===== src/rtl/stream_demux_1_2.sv =====
// Registered 1-to-2 stream demultiplexer: each input beat is steered to channel A or B
// by its select bit, through a one-entry register slice per channel with a delivered-beat counter.
module stream_demux_1_2 #(
  parameter int DATA_WIDTH = 8,
  parameter int CNT_WIDTH  = 16
) (
  input  logic                  clk,
  input  logic                  rst,
  input  logic [DATA_WIDTH-1:0] in_data,
  input  logic                  in_sel,
  input  logic                  in_valid,
  output logic                  in_ready,
  output logic [DATA_WIDTH-1:0] a_data,
  output logic                  a_valid,
  input  logic                  a_ready,
  output logic [DATA_WIDTH-1:0] b_data,
  output logic                  b_valid,
  input  logic                  b_ready,
  output logic [CNT_WIDTH-1:0]  a_count,
  output logic [CNT_WIDTH-1:0]  b_count
);

  logic a_free;
  logic b_free;
  logic a_load;
  logic b_load;
  logic a_drain;
  logic b_drain;

  // A slice can take a beat when empty or when its current beat leaves this cycle,
  // so a stalled channel only back-pressures beats addressed to it.
  assign a_free   = !a_valid || a_ready;
  assign b_free   = !b_valid || b_ready;
  assign in_ready = in_sel ? b_free : a_free;

  assign a_load  = in_valid && !in_sel && a_free;
  assign b_load  = in_valid &&  in_sel && b_free;
  assign a_drain = a_valid && a_ready;
  assign b_drain = b_valid && b_ready;

  always_ff @(posedge clk) begin
    if (rst) begin
      a_valid <= 1'b0;
      a_data  <= '0;
      a_count <= '0;
    end else begin
      if (a_load) begin
        a_data  <= in_data;
        a_valid <= 1'b1;
      end else if (a_drain) begin
        a_valid <= 1'b0;
      end
      if (a_drain) begin
        a_count <= a_count + CNT_WIDTH'(1);
      end
    end
  end

  always_ff @(posedge clk) begin
    if (rst) begin
      b_valid <= 1'b0;
      b_data  <= '0;
      b_count <= '0;
    end else begin
      if (b_load) begin
        b_data  <= in_data;
        b_valid <= 1'b1;
      end else if (b_drain) begin
        b_valid <= 1'b0;
      end
      if (b_drain) begin
        b_count <= b_count + CNT_WIDTH'(1);
      end
    end
  end

endmodule


===== config.mk =====
export PLATFORM = sky130hd
export DESIGN_NAME = stream_demux_1_2
export DESIGN_NICKNAME = d
export VERILOG_FILES = /design/src/rtl/stream_demux_1_2.sv
export SDC_FILE = /design/constraint.sdc
export NUM_CORES = 1
export LEC_CHECK = 0
export BUFFER_PORTS_ARGS = -buffer_cell sky130_fd_sc_hd__buf_2
export CORE_ASPECT_RATIO = 1.25
export CORE_MARGIN = 2
export CORE_UTILIZATION = 25
export DETAILED_ROUTE_END_ITERATION = 16
export HOLD_SLACK_MARGIN = 0.05
export PLACE_DENSITY = 0.46
export SLEW_MARGIN = 40
export SYNTH_ARGS = -nofsm -noshare
export SYNTH_HDL_FRONTEND = slang
export SYNTH_SLANG_ARGS = --single-unit
export TNS_END_PERCENT = 10

===== constraint.sdc =====
create_clock -name clk -period 2.1 [get_ports clk]
set_input_delay 0.21 -clock clk [delete_from_list [all_inputs] [get_ports clk]]
set_output_delay 0.21 -clock clk [all_outputs]
set_load 0.005 [all_outputs]

==> flow_summary.toml <==
[run_status]
outcome = "complete, but fails checks"
failed_checks = "design-rule violations"

[die]
full_die_area_um2 = 9110
floorplan.io_pins = 65
placeableCoreArea_um2 = 8194
std_cell_rows = 37
die_height_um = 106.2
start_util_pct = 25.50
floorplan.die.width_um = 85.77

[clocking]
insertion_delay_ns = 0.30
post_cts_hold_buffer_count = 0
clk_path_buf_depth = 2
postCtsSetupRepairBufs = 0
cts_htree_levels = 2
post_cts_resized = 0
cts.root.buffer_cell = "sky130_fd_sc_hd__clkbuf_8"
path_clk_slew_ns = 0.10
cts_inserted_buffers = 5
cts_tree = "built"
clock_sink_count = 50

[timing]
final.period_utilization_pct = 76.81
rsz0062_at_grt = "false"
final.setup.tns_ns = 0
worst_slew_margin_rel_pct = 58.87
min_period_ns = 1.613
drv_slew = 0
setup-violations-final = 0
clock.fmax_mhz = 620.0
timing.clock.skew_ns = 0.006819
tightest_slew_ns = 0.6170
hold_viol_final = 0

[setup_path]
critPathCaptureType = "register"
critPathRequiredTime_ns = 2.33
criticalPathCategory = "reg -> reg"
r2r.worst_path.cells = 5
startpoint_type = "register"
cp_data_arrival_time_ns = 1.84
reg2reg_setup_slack_ns = 0.49
critical_path_peak_fanout = 6

[cells_and_area]
flow.area_growth_from_synthesis_pct = 24.55
antennaDiodeCount = 0
design.final.nets = 306
fraction_of_final_layout_cells_sized_beyond_drive_strength_1_pct = 27.84

[min_path]
min_path_type = "in -> reg"
hold_path_depth = 3

[drt]
drt-initial-drc-count = 64
detail_route.wirelength_um = 4813
route.antenna.remaining_nets = 0
drt-vias-per-instance = 4.518
dr_total_vias = 1753
detail_route.first_pass.iterations = 10
remaining_drc_errors = 7
routedWlPerCell_um = 12.40

[logic_synthesis]
most_numerous_cell_in_the_yosys_netlist = "sky130_fd_sc_hd__dfxtp_1"
synth.yosys.warnings = 0
synth_area_per_cell_um2 = 9.085
sequential_fraction_of_the_synthesis_area_pct = 47.90
ys_async_sr_fraction_pct = 0
syn-num-nets = 246
synth.largest_area_cell = "sky130_fd_sc_hd__dfxtp_1"
synth_edf_count = 0
postSynth.topFlopCell = "sky130_fd_sc_hd__dfxtp_1"
synth_area_um2 = 2090
synthDominantCellAreaShare_pct = 47.90
synth_area_leaders = "sky130_fd_sc_hd__dfxtp_1 (48%), sky130_fd_sc_hd__mux2i_1 (7.7%), sky130_fd_sc_hd__nor2_1 (7.0%), sky130_fd_sc_hd__xor2_1 (6.7%), sky130_fd_sc_hd__a21oi_1 (3.4%)"
synth_common_cells = "sky130_fd_sc_hd__dfxtp_1 (50), sky130_fd_sc_hd__nor2_1 (39), sky130_fd_sc_hd__mux2i_1 (16), sky130_fd_sc_hd__xor2_1 (16)"
ys_seq_elements = 50
ys_types = 30
postSynthCellCount = 230

[grt]
pin_count_of_the_biggest_net_entering_global_routing = 43
globalRouteTotalUtil_pct = 11.13
antenna_violations_before_repair = 0
grt_remaining_overflow = 0
grt_pass1_vias = 1735
wire_length_of_the_first_global_routing_pass_um = 8100

[power_and_ir_drop]
leakagePower_nw = 1.153
max-vdd-ir-drop_mv = 0.4324
post-layout-total-power_mw = 1.778
power_density_nw_per_um2 = 683.3

[job]
max_cap_viol_count = 0

[placement]
io_buffer_count = 64
hpwl_um = 3470
gp_congestion = 0.7090
[critical path, stage by stage, from the launching register on]
cell and delay [ns]:
sky130_fd_sc_hd__dfxtp_1 0.39, sky130_fd_sc_hd__ha_1 0.15, sky130_fd_sc_hd__and3_1 0.28, sky130_fd_sc_hd__nand3_1 0.15, sky130_fd_sc_hd__or3_2 0.43, sky130_fd_sc_hd__a21oi_1 0.15
[path summary, 6_finish.rpt]
path | startpoint | end
worst max register to register | b_count[0] | b_count[12]
worst min register to register | b_count[15] | b_count[15]
worst max-delay path | b_count[0] | b_count[12]
worst min-delay path | in_data[0] | a_data[0]
[cell type report]
type                            count  area, µm²
Clock buffer                        5      68.82
Fill cell                         866       5592
Clock inverter                      3      45.04
Timing Repair Buffer               66      335.3
Sequential cell                    50       1001
Multi-Input combinational cell    166       1027
Tap cell                           97      121.4
Inverter                            1      3.754
[report_power, final]
group	leakage [nW]	total (mW)	switching, mW	internal [mW]
registers	0.405	0.979	0.0123	0.967
clock network	0.0504	0.692	0.338	0.355
logic	0.697	0.107	0.0592	0.0475
[flip-flops by register name, indices dropped and copies added, names as in the netlist]
name     flops
b_valid      1
a_valid      1
a_count     16
b_count     16
a_data       8
b_data       8
[cell families (layout without fill, tap and decap cells)]
logic type	after synthesis	after routing	synth area share, %
AOI/OAI and AO/OA	23	23	5.748
and+or+nand+nor	104	104	25.63
xor gates and xnor gates	20	20	8.383
DFF	50	50	47.90
buffers and inverters	14	75	2.934
adders and majority gates	2	2	1.197
muxes	17	17	8.203
[per-stage QoR]
stage | setup slack [ns] | cells | util [%] | cell area (µm²) | hold slack [ns]
global placement | 0.5350 | 380 | 30.37 | 2489 | 0.4580
detailed placement | 0.4906 | 380 | 30.37 | 2489 | 0.4662
floorplan | 0.5858 | 230 | - | 2090 | 0.3506
finish | 0.4870 | 388 | 31.76 | 2603 | 0.1492
CTS | 0.4656 | 388 | 31.76 | 2603 | 0.1404
global route | 0.3698 | 388 | 31.76 | 2603 | 0.1503
[routing by layer]
layer  vias to the layer above  wire, µm  GRT usage (%)
met1                       803      2141          13.37
met4                         0        38          3.741
met5                         -         0              0
met2                        41      2386          18.86
li1                        907         -              -
met3                         2       247          3.261
[layout by cell type, fill, tap and decap left out, drive strengths merged, types with 5 or more instances in the layout]
| master | instances |
|---|---|
| a21oi | 14 |
| buf | 66 |
| nor2 | 40 |
| xor2 | 16 |
| mux2i | 16 |
| nand4 | 9 |
| and4 | 5 |
| dfxtp | 50 |
| or3 | 7 |
| clkbuf | 5 |
| and3 | 6 |
| nand2 | 12 |
| nand3 | 15 |
| o21ai | 7 |
Note: power is estimated with default switching activity, not from simulation.
